`src/rtl/coin_pulse_gen_pkg.sv`:
```
// Shared definitions for the coin front-end and the downstream drink_status FSM.
package coin_pulse_gen_pkg;

  // Sender FSM encoding.
  typedef enum logic [1:0] {
    StIdle = 2'd0,
    StEmit = 2'd1,
    StGap  = 2'd2
  } send_state_e;

  // Default timing constants.
  localparam int unsigned DefDebCycles = 4;
  localparam int unsigned DefJamCycles = 64;
  localparam int unsigned DefGapCycles = 2;
  localparam int unsigned DefCntW      = 7;

  // Coin denominations in half-unit steps, shared with drink_status.
  localparam int unsigned CoinHalfUnits = 1;
  localparam int unsigned CoinOneUnits  = 2;

endpackage

```
`src/rtl/coin_debounce.sv`:
```
// Per-channel sensor conditioning: 2-flop synchroniser, debounce counter,
// jam counter and debounced rise-edge detection.
module coin_debounce
  import coin_pulse_gen_pkg::*;
#(
  parameter int unsigned DebCycles = DefDebCycles,
  parameter int unsigned JamCycles = DefJamCycles,
  parameter int unsigned CntW      = DefCntW
) (
  input  logic clk_i,
  input  logic rst_ni,
  input  logic raw_i,
  output logic rise_o,
  output logic jam_o
);

  logic            sync1_q, sync2_q;
  logic            level_q, level_d;
  logic [CntW-1:0] deb_cnt_q, deb_cnt_d;
  logic [CntW-1:0] jam_cnt_q, jam_cnt_d;

  // Debounce: flip the level after DebCycles consecutive differing samples;
  // a sample equal to the current level restarts the count. Jam counter
  // tracks the next level so it clears on the same edge the level falls.
  always_comb begin
    level_d   = level_q;
    deb_cnt_d = '0;
    if (sync2_q != level_q) begin
      if (deb_cnt_q == CntW'(DebCycles - 1)) begin
        level_d = sync2_q;
      end else begin
        deb_cnt_d = deb_cnt_q + CntW'(1);
      end
    end
    jam_cnt_d = '0;
    if (level_d) begin
      jam_cnt_d = (jam_cnt_q == CntW'(JamCycles)) ? jam_cnt_q : jam_cnt_q + CntW'(1);
    end
  end

  // Edge and jam indications derived from registered state.
  always_comb begin
    rise_o = level_d & ~level_q;
    jam_o  = (jam_cnt_q == CntW'(JamCycles));
  end

  // State registers.
  always_ff @(posedge clk_i or negedge rst_ni) begin
    if (!rst_ni) begin
      sync1_q   <= 1'b0;
      sync2_q   <= 1'b0;
      level_q   <= 1'b0;
      deb_cnt_q <= '0;
      jam_cnt_q <= '0;
    end else begin
      sync1_q   <= raw_i;
      sync2_q   <= sync1_q;
      level_q   <= level_d;
      deb_cnt_q <= deb_cnt_d;
      jam_cnt_q <= jam_cnt_d;
    end
  end

endmodule

```
`src/rtl/coin_pulse_gen.sv`:
```
// Coin front-end: conditions both sensors, latches accepted coins as pending
// flags and serialises them into spaced one-cycle half/one pulses.
module coin_pulse_gen
  import coin_pulse_gen_pkg::*;
#(
  parameter int unsigned DEB_CYCLES = DefDebCycles,
  parameter int unsigned JAM_CYCLES = DefJamCycles,
  parameter int unsigned GAP_CYCLES = DefGapCycles, // must be >= 1
  parameter int unsigned CNT_W      = DefCntW
) (
  input  logic clk,
  input  logic reset,
  input  logic half_raw,
  input  logic one_raw,
  input  logic accept_en,
  output logic half,
  output logic one,
  output logic reject,
  output logic jam_half,
  output logic jam_one
);

  logic             rise_h, rise_o;
  logic             pend_h_q, pend_h_d, pend_o_q, pend_o_d;
  logic             reject_q, reject_d;
  logic [CNT_W-1:0] gap_cnt_q, gap_cnt_d;
  send_state_e      state_q, state_d;
  logic             pend_any;

  coin_debounce #(
    .DebCycles (DEB_CYCLES),
    .JamCycles (JAM_CYCLES),
    .CntW      (CNT_W)
  ) u_deb_half (
    .clk_i  (clk),
    .rst_ni (reset),
    .raw_i  (half_raw),
    .rise_o (rise_h),
    .jam_o  (jam_half)
  );

  coin_debounce #(
    .DebCycles (DEB_CYCLES),
    .JamCycles (JAM_CYCLES),
    .CntW      (CNT_W)
  ) u_deb_one (
    .clk_i  (clk),
    .rst_ni (reset),
    .raw_i  (one_raw),
    .rise_o (rise_o),
    .jam_o  (jam_one)
  );

  assign pend_any = pend_h_q | pend_o_q;
  assign reject   = reject_q;

  // Sender FSM, pending-flag bookkeeping and reject generation.
  always_comb begin
    state_d   = state_q;
    gap_cnt_d = gap_cnt_q;
    pend_h_d  = pend_h_q;
    pend_o_d  = pend_o_q;
    half      = 1'b0;
    one       = 1'b0;

    unique case (state_q)
      StIdle: begin
        if (pend_any) state_d = StEmit;
      end
      StEmit: begin
        // Half has priority; a flag cleared by a jam leaves this slot empty.
        half      = pend_h_q;
        one       = ~pend_h_q & pend_o_q;
        if (pend_h_q) pend_h_d = 1'b0;
        else          pend_o_d = 1'b0;
        gap_cnt_d = '0;
        state_d   = StGap;
      end
      StGap: begin
        if (gap_cnt_q == CNT_W'(GAP_CYCLES - 1)) begin
          // Skip IDLE so back-to-back coins are spaced by exactly the gap.
          state_d = pend_any ? StEmit : StIdle;
        end else begin
          gap_cnt_d = gap_cnt_q + CNT_W'(1);
        end
      end
      default: state_d = StIdle;
    endcase

    // New coins win over the emit clear; a jam discards an unsent coin.
    if (rise_h && !jam_half && accept_en) pend_h_d = 1'b1;
    if (rise_o && !jam_one && accept_en)  pend_o_d = 1'b1;
    if (jam_half) pend_h_d = 1'b0;
    if (jam_one)  pend_o_d = 1'b0;

    reject_d = ~accept_en & ((rise_h & ~jam_half) | (rise_o & ~jam_one));
  end

  // State registers.
  always_ff @(posedge clk or negedge reset) begin
    if (!reset) begin
      state_q   <= StIdle;
      gap_cnt_q <= '0;
      pend_h_q  <= 1'b0;
      pend_o_q  <= 1'b0;
      reject_q  <= 1'b0;
    end else begin
      state_q   <= state_d;
      gap_cnt_q <= gap_cnt_d;
      pend_h_q  <= pend_h_d;
      pend_o_q  <= pend_o_d;
      reject_q  <= reject_d;
    end
  end

endmodule

```
`config.mk`:
```
export PLATFORM = sky130hd
export DESIGN_NAME = coin_pulse_gen
export DESIGN_NICKNAME = d
export VERILOG_FILES = /design/src/rtl/coin_pulse_gen_pkg.sv /design/src/rtl/coin_debounce.sv /design/src/rtl/coin_pulse_gen.sv
export SDC_FILE = /design/constraint.sdc
export NUM_CORES = 1
export LEC_CHECK = 0
export CORE_MARGIN = 2
export CORE_UTILIZATION = 50
export CTS_CLUSTER_SIZE = 16
export DETAILED_ROUTE_END_ITERATION = 6
export GPL_ROUTABILITY_DRIVEN = 0
export PLACE_DENSITY_LB_ADDON = 0.3
export SETUP_SLACK_MARGIN = 0.02
export SLEW_MARGIN = 15
export SYNTH_ARGS = -nofsm -noshare
export SYNTH_HDL_FRONTEND = slang
export SYNTH_SLANG_ARGS = --single-unit
```
`constraint.sdc`:
```
create_clock -name clk -period 4.9 [get_ports clk]
set_clock_uncertainty 0.2 [all_clocks]
set_input_delay 0.735 -clock clk [delete_from_list [all_inputs] [get_ports clk]]
set_output_delay 0.735 -clock clk [all_outputs]
set_load 0.05 [all_outputs]
```
## Word-level counts from Yosys, hierarchy flattened

Cells that the tools add are included.

- Output and inout port bits: 5
- Logic and storage cells: 89
- Input port bits: 5
- Register bits: 46

- Bitwise operators: 14
- Equal/unequal tests: 15
- Reductions and logical operators: 13
- Muxes and demuxes: 27
- $add $sub $neg: 5

Operator list:

| operator | number |
|---|---|
| $mux 7 | 9 |
| $add 7x1->7 const B | 5 |
| $eq 7x2->1 const B | 2 |
| $eq 7x7->1 const B | 2 |
| $mux 1 | 14 |
| $pmux 7 s2 | 1 |
| $ne 2x2->1 const B | 5 |
| $eq 7x1->1 const B | 1 |
| $and 1x1->1 | 6 |
| $not 1->1 | 6 |
| $pmux 2 s3 | 1 |
| $reduce_and 2->1 | 3 |
| $reduce_bool 3->1 | 2 |
| $logic_and 1x1->1 | 4 |
| $mux 2 | 2 |
| $ne 3x2->1 const B | 1 |
| $eq 2x1->1 const B | 1 |
| $eq 2x2->1 const B | 1 |
| $logic_not 1->1 | 2 |
| $logic_not 2->1 | 1 |
| $ne 1x1->1 | 2 |
| $or 1x1->1 | 2 |
| $reduce_bool 2->1 | 1 |

## Longest topological paths before layout

Gate-level depths: netlist (run 1).

- Word-level depth: 8
- Mapped depth: 6
- Depth with buffers taken out: 6

## Cells and area by module

From an unflattened synthesis (run 1), not the netlist that was laid out.

- Cell total of the unflattened synthesis: 236
- Area total of the unflattened synthesis: 2328.5 um2

Modules (own cells, without submodules):

| module | instances | seq. area each (um2) | cells an instance | area each (um2) |
|---|---|---|---|---|
| coin_debounce | 2 | 425.4 | 78 | 815.8 |
| coin_pulse_gen | 1 | 300.3 | 80 | 696.9 |

## Worst setup path after synthesis (run 1)

Ideal clock, no wire load.

- Kind: register to output
- Start point: reg state_q[1]
- End point: out one
- Arrival: 2.028 ns
- Slack: 1.937 ns
- Cell stages (with the launch flop): 5
- Data required time: 3.965 ns
- Cells stage by stage: dfrtp_1 > clkbuf_1 > nand2b_1 > clkbuf_1 > nor3b_1

- Cells in the longest elaborated chain, start to end: 2

Ends and longest elaborated chain:

| what | line | text |
|---|---|---|
| start: declaration | coin_pulse_gen.sv:27 | `send_state_e state_q, state_d;` |
| start signal: assignment | coin_pulse_gen.sv:102 | `state_q <= StIdle;` |
| start signal: assignment | coin_pulse_gen.sv:108 | `state_q <= state_d;` |
| $eq 2x1->1 | coin_pulse_gen.sv:66 | `unique case (state_q)` |
| $mux 1 | coin_pulse_gen.sv:66 |  |
| end: declaration | coin_pulse_gen.sv:17 | `output logic one,` |

Every way passes these cells.

## Worst setup path after layout (run 1)

- Start point: reg u_deb_half.jam_cnt_q[3]
- End point: out jam_half

- Cells in the longest elaborated chain, start to end: 1

Ends and longest elaborated chain:

| what | line | text |
|---|---|---|
| start: declaration | coin_debounce.sv:20 | `logic [CntW-1:0] jam_cnt_q, jam_cnt_d;` |
| start signal: assignment | coin_debounce.sv:60 | `jam_cnt_q <= jam_cnt_d;` |
| $eq 7x7->1 | coin_debounce.sv:44 | `jam_o = (jam_cnt_q == CntW'(JamCycles));` |
| end: declaration | coin_pulse_gen.sv:19 | `output logic jam_half,` |

Every way passes these cells.

==> results of run 1 <==
-- flip-flops by register name, indices dropped and copies added, names as in the netlist, 2 cells and up --
| name | cells |
|---|---|
| state_q | 2 |
| u_deb_one.jam_cnt_q | 7 |
| u_deb_half.jam_cnt_q | 7 |
| u_deb_one.deb_cnt_q | 7 |
| gap_cnt_q | 7 |
| u_deb_half.deb_cnt_q | 7 |
-- synthesized netlist by cell type (all sizes together) --
library cell / count / area share [%]
a21oi: 2 / 0.47
a31o: 1 / 0.41
a31oi: 1 / 0.29
a32oi: 1 / 0.41
and2: 1 / 0.29
and3: 8 / 2.3
clkbuf: 3 / 0.53
dfrtp: 46 / 54
ha: 8 / 4.7
inv: 11 / 1.9
mux2: 2 / 1.1
mux2i: 4 / 2.1
nand2: 13 / 2.3
nand2b: 4 / 1.2
nand3: 17 / 4.0
nand4: 1 / 0.29
nand4b: 1 / 0.41
nor2: 30 / 5.3
nor2b: 1 / 0.29
nor3: 3 / 0.94
nor3b: 2 / 1.2
nor4: 3 / 0.88
nor4b: 1 / 0.41
o211ai: 2 / 0.70
o21ai: 6 / 1.4
o22ai: 2 / 0.59
o311ai: 1 / 0.41
or4: 1 / 0.53
or4b: 1 / 0.47
xnor2: 13 / 5.3
xor2: 12 / 4.9
-- how the worst min path moves through the flow --
stage                  startpoint                 end  slack, ns  depth (start not counted)
2_1_floorplan  u_deb_half.sync1_q  u_deb_half.sync2_q       0.13                          0
3_3_place_gp    u_deb_one.sync1_q   u_deb_one.sync2_q       0.13                          0
3_5_place_dp   u_deb_half.sync1_q  u_deb_half.sync2_q       0.14                          0
4_1_cts        u_deb_half.sync1_q  u_deb_half.sync2_q       0.16                          0
5_1_grt        u_deb_half.sync1_q  u_deb_half.sync2_q       0.16                          0
6_report       u_deb_half.sync1_q  u_deb_half.sync2_q       0.15                          0
-- cell type report --
type	instances	area share [%]
multi-input combinational	142	39.1
sequential	46	48.4
clock buffer	8	4.63
inverter	11	1.74
timing repair buffer	9	3.58
tap	50	2.63
-- metrics by stage --
step	utilization, %	setup slack, ns
after floorplan	-	1.94
after global placement	55.9	2.14
after detailed placement	55.9	2.11
after CTS	58.6	1.77
after global routing	58.6	1.64
final	58.6	1.79
-- routing by layer --
layer	wire length, um	track usage, %	up-vias
met1	1730	21.0	691
met4	55	5.01	0
li1	-	-	709
met3	91	4.51	7
met2	1710	25.7	12
met5	0	0	-
-- cells by family (layout without fill, tap and decap cells) --
family	Yosys count	after routing
buffers and inverters	14	28
muxes	6	6
adders and majority gates	8	8
and+or+nand+nor	87	87
AOI/OAI and AO/OA	16	16
DFF	46	46
xor gates and xnor gates	25	25
-- cell usage in the layout, fill, tap and decap left out --
cell              n
a21oi_1           2
a31o_2            1
a31oi_1           1
a32oi_1           1
and2_1            1
and3_1            8
buf_2             1
clkbuf_8          8
clkdlybuf4s50_1   8
dfrtp_1          46
ha_1              8
inv_1            11
mux2_2            2
mux2i_1           3
mux2i_2           1
nand2_1          13
nand2b_1          4
nand3_1          17
nand4_1           1
nand4b_1          1
nor2_1           30
nor2b_1           1
nor3_1            2
nor3_2            1
nor3b_1           1
nor3b_4           1
nor4_1            3
nor4b_1           1
o211ai_1          2
o21ai_0           6
o22ai_1           2
o311ai_0          1
or4_4             1
or4b_1            1
xnor2_1          13
xor2_1           12
-- power by group through the flow --
| stage | Clock, mW | Sequential (mW) | Combinational [mW] |
|---|---|---|---|
| floorplan | 0 | 0.514 | 0.202 |
| global placement | 0 | 0.533 | 0.251 |
| detailed placement | 0 | 0.538 | 0.257 |
| CTS | 0.272 | 0.530 | 0.261 |
| global route | 0.289 | 0.542 | 0.290 |
| finish | 0.263 | 0.530 | 0.255 |
==> flow_metrics.py, run 1 <==
metrics = {
    "clock_tree": {
        "insertion_delay_ns": 0.30,
        "cts.sink_count": 46,
        "post_cts_buffers": 0,
        "cts_resized": 0,
        "cts_buffers": 5,
        "tritoncts": "yes",
        "htreeDepth": 2,
        "clk_pin_slew_ns": 0.08,
        "clockRootBuffer": "clkbuf_8",
        "hold_buffers": 0,
        "ctsLongestPathBuffers": 2,
    },
    "floorplan": {
        "coreArea_um2": 4060,
        "chipWidth_um": 69.3,
        "io_pins": 10,
        "start_util_pct": 52.6,
        "die_h_um": 69.3,
        "die_area_um2": 4810,
        "rows": 23,
    },
    "timing": {
        "rsz0062_at_grt": "false",
        "fin_crit_sh_pct": 63.5,
        "tns_ns": 0,
        "worst_pin_slew_ns": 0.989,
        "slew_violations": 0,
        "fmax_mhz": 321,
        "hold_viol_final": 0,
        "setup_viol": 0,
        "maxSlewHeadroom_pct": 34.0,
        "hold_slack_ns": 0.154,
        "fin_crit_ns": 3.11,
    },
    "outcome": {
        "status": "complete, no violations",
    },
    "worst_setup_path": {
        "cp.arrival_ns": 2.18,
        "reg2reg_to": "u_deb_half.jam_cnt_q[5]",
        "crit_fanout": 5,
        "critPathCaptureType": "output port",
        "crit_family": "buffers and inverters",
        "critPathBufInv": 2,
        "ff2ff_setup_slack_ns": 2.67,
        "cp.depth": 4,
        "r2r_start": "u_deb_half.deb_cnt_q[3]",
        "r2r_cells": 4,
        "worstSetupStartpointType": "flip-flop",
        "crit_required_ns": 3.96,
        "crit_path_max_incr_delay_ns": 0.83,
        "crit_chain": "nor4_1 -> nand3_1 -> inv_1 -> clkdlybuf4s50_1",
        "crit_end": "jam_half",
        "crit_path_start": "u_deb_half.jam_cnt_q[3]",
        "slowest_stage": "clkdlybuf4s50_1",
        "worst-setup-path-type": "flip-flop to output port",
    },
    "synthesis": {
        "synth-xor-area-share_pct": 10.3,
        "yosysSeqAreaShare_pct": 54.0,
        "synthCells": 202,
        "synth_compound_area_share_pct": 4.69,
        "synthAdderAreaFrac_pct": 4.69,
        "synth_top_family_by_area": "simple AND/OR/NAND/NOR gates",
        "ys_types": 34,
        "synth_area_per_cell_um2": 10.6,
        "ys_seq_elements": 46,
        "synthSimpleGateAreaFrac_pct": 20.8,
        "yosys_warnings": 0,
        "synth_mux_area_share_pct": 3.11,
        "syn-num-nets": 215,
        "netlist_area_um2": 2130,
    },
    "layout": {
        "fillers": 332,
        "area_delta_synth_final_pct": 11.6,
        "stdcell_count": 266,
        "drive_gt1_share_pct": 7.41,
        "multi_input_area_um2": 930,
        "regArea_um2": 1150,
        "stdcell_area_um2": 2380,
        "nNetsFinal": 228,
        "diodes": 0,
    },
    "pwr": {
        "p_switching_mw": 0.349,
        "p_sw_share_pct": 33.3,
        "seq_power_share_pct": 50.6,
        "power.total_mw": 1.05,
        "clockPowerShare_pct": 25.1,
        "intPower_mw": 0.699,
        "p_comb_share_pct": 24.3,
        "p_leak_nw": 1.09,
        "p_per_area_nw_per_um2": 440,
        "irDropWorstVdd_v": 0.000322,
    },
    "route": {
        "num_vias": 1419,
        "drc": 0,
        "ant_nets": 0,
        "drtPass1Iterations": 4,
        "wl_per_cell_um": 13.5,
        "routed_wl_mm": 3.59,
        "drt-vias-per-instance": 5.33,
        "drtIter0Drc": 69,
    },
    "global_route": {
        "grt_usage_pct": 16.0,
        "overflow": 0,
        "antenna_found_initial": 0,
        "grt_max_degree": 47,
        "grt_pass1_vias": 1352,
        "grt_pass1_wl_mm": 6.11,
    },
    "flow_run": {
        "maxCapViolCount": 0,
    },
    "place": {
        "place_area_um2": 2270,
        "io_buffers": 9,
        "hpwl_mm": 2.47,
        "placed_cells": 258,
    },
    "min_path": {
        "hold_class": "flip-flop to flip-flop",
    },
}
No activity file was read; power rests on OpenSTA's default activity.
==> run 2, diff against run 1 <==
Clock period 4.9 ns to 2.59 ns, I/O delays scaled along.
==> flow_metrics.py, run 2 (synthesis gave the netlist of run 1 again) <==
metrics = {
    "timing": {
        "slew_violations": 0,
        "worst_pin_slew_ns": 0.487,
        "hold_viol_final": 0,
        "rsz0062_at_grt": "false",
        "fin_crit_ns": 2.23,
        "setup_viol": 0,
        "fin_crit_sh_pct": 85.9,
        "tns_ns": 0,
        "fmax_mhz": 449,
        "maxSlewHeadroom_pct": 67.4,
    },
    "layout": {
        "final_common_cell": "dfrtp_1",
        "nNetsFinal": 232,
        "fillers": 344,
        "area_delta_synth_final_pct": 12.7,
        "regArea_um2": 1150,
        "final_cell_mix": "46 x dfrtp_1, 30 x nor2_1, 17 x nand3_1",
        "diodes": 0,
        "multi_input_area_um2": 935,
        "drive_gt1_share_pct": 10.0,
    },
    "floorplan": {
        "die_h_um": 69.3,
        "rows": 23,
        "chipWidth_um": 69.3,
        "start_util_pct": 52.6,
        "coreArea_um2": 4060,
        "io_pins": 10,
        "die_area_um2": 4810,
    },
    "clock_tree": {
        "tritoncts": "yes",
        "htreeDepth": 2,
        "cts_buffers": 5,
        "cts.sink_count": 46,
        "cts_resized": 0,
        "hold_buffers": 1,
        "clk_pin_slew_ns": 0.08,
        "post_cts_buffers": 0,
        "clockRootBuffer": "clkbuf_8",
        "insertion_delay_ns": 0.29,
        "ctsLongestPathBuffers": 2,
    },
    "worst_setup_path": {
        "critPathCaptureType": "output port",
        "slowest_stage": "dfrtp_1",
        "crit_required_ns": 2.00,
        "worst-setup-path-type": "flip-flop to output port",
        "crit_path_max_incr_delay_ns": 0.44,
        "cp.arrival_ns": 1.64,
        "crit_fanout": 5,
        "crit_chain": "nor4_1 -> nand3_1 -> inv_1 -> buf_4",
        "worstSetupStartpointType": "flip-flop",
    },
    "pwr": {
        "power.total_mw": 2.00,
        "p_leak_nw": 1.11,
        "p_per_area_nw_per_um2": 831,
        "irDropWorstVdd_v": 0.000546,
    },
    "global_route": {
        "grt_pass1_wl_mm": 6.39,
        "grt_usage_pct": 16.5,
        "grt_max_degree": 19,
        "overflow": 0,
        "grt_pass1_vias": 1444,
        "antenna_found_initial": 0,
    },
    "place": {
        "io_buffers": 9,
        "hpwl_mm": 2.48,
    },
    "route": {
        "drt-vias-per-instance": 5.21,
        "wl_per_cell_um": 12.5,
        "drc": 0,
        "drtPass1Iterations": 4,
        "num_vias": 1407,
        "routed_wl_mm": 3.36,
        "ant_nets": 0,
        "drtIter0Drc": 100,
    },
    "outcome": {
        "status": "complete, no violations",
    },
    "flow_run": {
        "maxCapViolCount": 0,
    },
    "min_path": {
        "hold_class": "flip-flop to flip-flop",
    },
}
run 2: cell count changes in the layout (fill, tap and decap cells not counted), sizes merged:
cell           before  now
buf                 1    8
clkdlybuf4s50       8    4
bufinv              0    1
clkbuf              8    7
dlygate4sd3         0    1
run 2: worst paths after layout:
| check | from | endpoint | slack, ns | depth (start not counted) |
|---|---|---|---|---|
| worst max-delay path | u_deb_half.jam_cnt_q[3] | jam_half | 0.36 | 4 |
| worst min-delay path | u_deb_half.sync1_q | u_deb_half.sync2_q | 0.15 | 0 |
| worst max register to register | u_deb_half.deb_cnt_q[3] | u_deb_half.jam_cnt_q[5] | 0.44 | 4 |
| worst min register to register | u_deb_half.sync1_q | u_deb_half.sync2_q | 0.15 | 0 |
| max in group asynchronous | reset | pend_h_q | 1.31 | 3 |
| min in group asynchronous | reset | gap_cnt_q[1] | 0.33 | 2 |
run 2: critical path: cells and delay by family (launching register included):
kind                   cells  cell delay [ns]
buffers and inverters      2             0.45
flip-flops                 1             0.44
AND/OR/NAND/NOR            2             0.47
run 2: final cells by class:
type,instances,share of cell area (%)
clock buffers,7,3.18
clock inverters,1,1.25
inverters,11,1.72
multi-input cells,142,38.9
flip-flops and latches,46,47.9
well taps,50,2.60
repair buffers,13,4.48
run 2: through the flow:
step                hold slack (ns)  util [%]  setup slack [ns]  cell area [um2]  instances
finish                        0.149      59.2             0.365             2400        270
global placement              0.104      56.4             0.472             2290        261
global route                  0.165      59.2             0.146             2400        270
floorplan                    -0.107         -             0.464             2140        202
CTS                           0.154      59.2             0.355             2400        270
detailed placement            0.105      56.4             0.433             2290        261
run 2: power breakdown:
| part | switching (mW) | internal (mW) | leakage, nW |
|---|---|---|---|
| Clock | 0.220 | 0.289 | 0.0524 |
| Combinational | 0.275 | 0.214 | 0.439 |
| Sequential | 0.149 | 0.852 | 0.616 |
run 2: metal layers:
layer / track usage [%] / vias to the layer above / wire [um]
met5: 0 / - / 0
met4: 6.32 / 0 / 26
met3: 4.65 / 2 / 78
met2: 25.0 / 11 / 1610
met1: 22.7 / 673 / 1650
li1: - / 721 / -
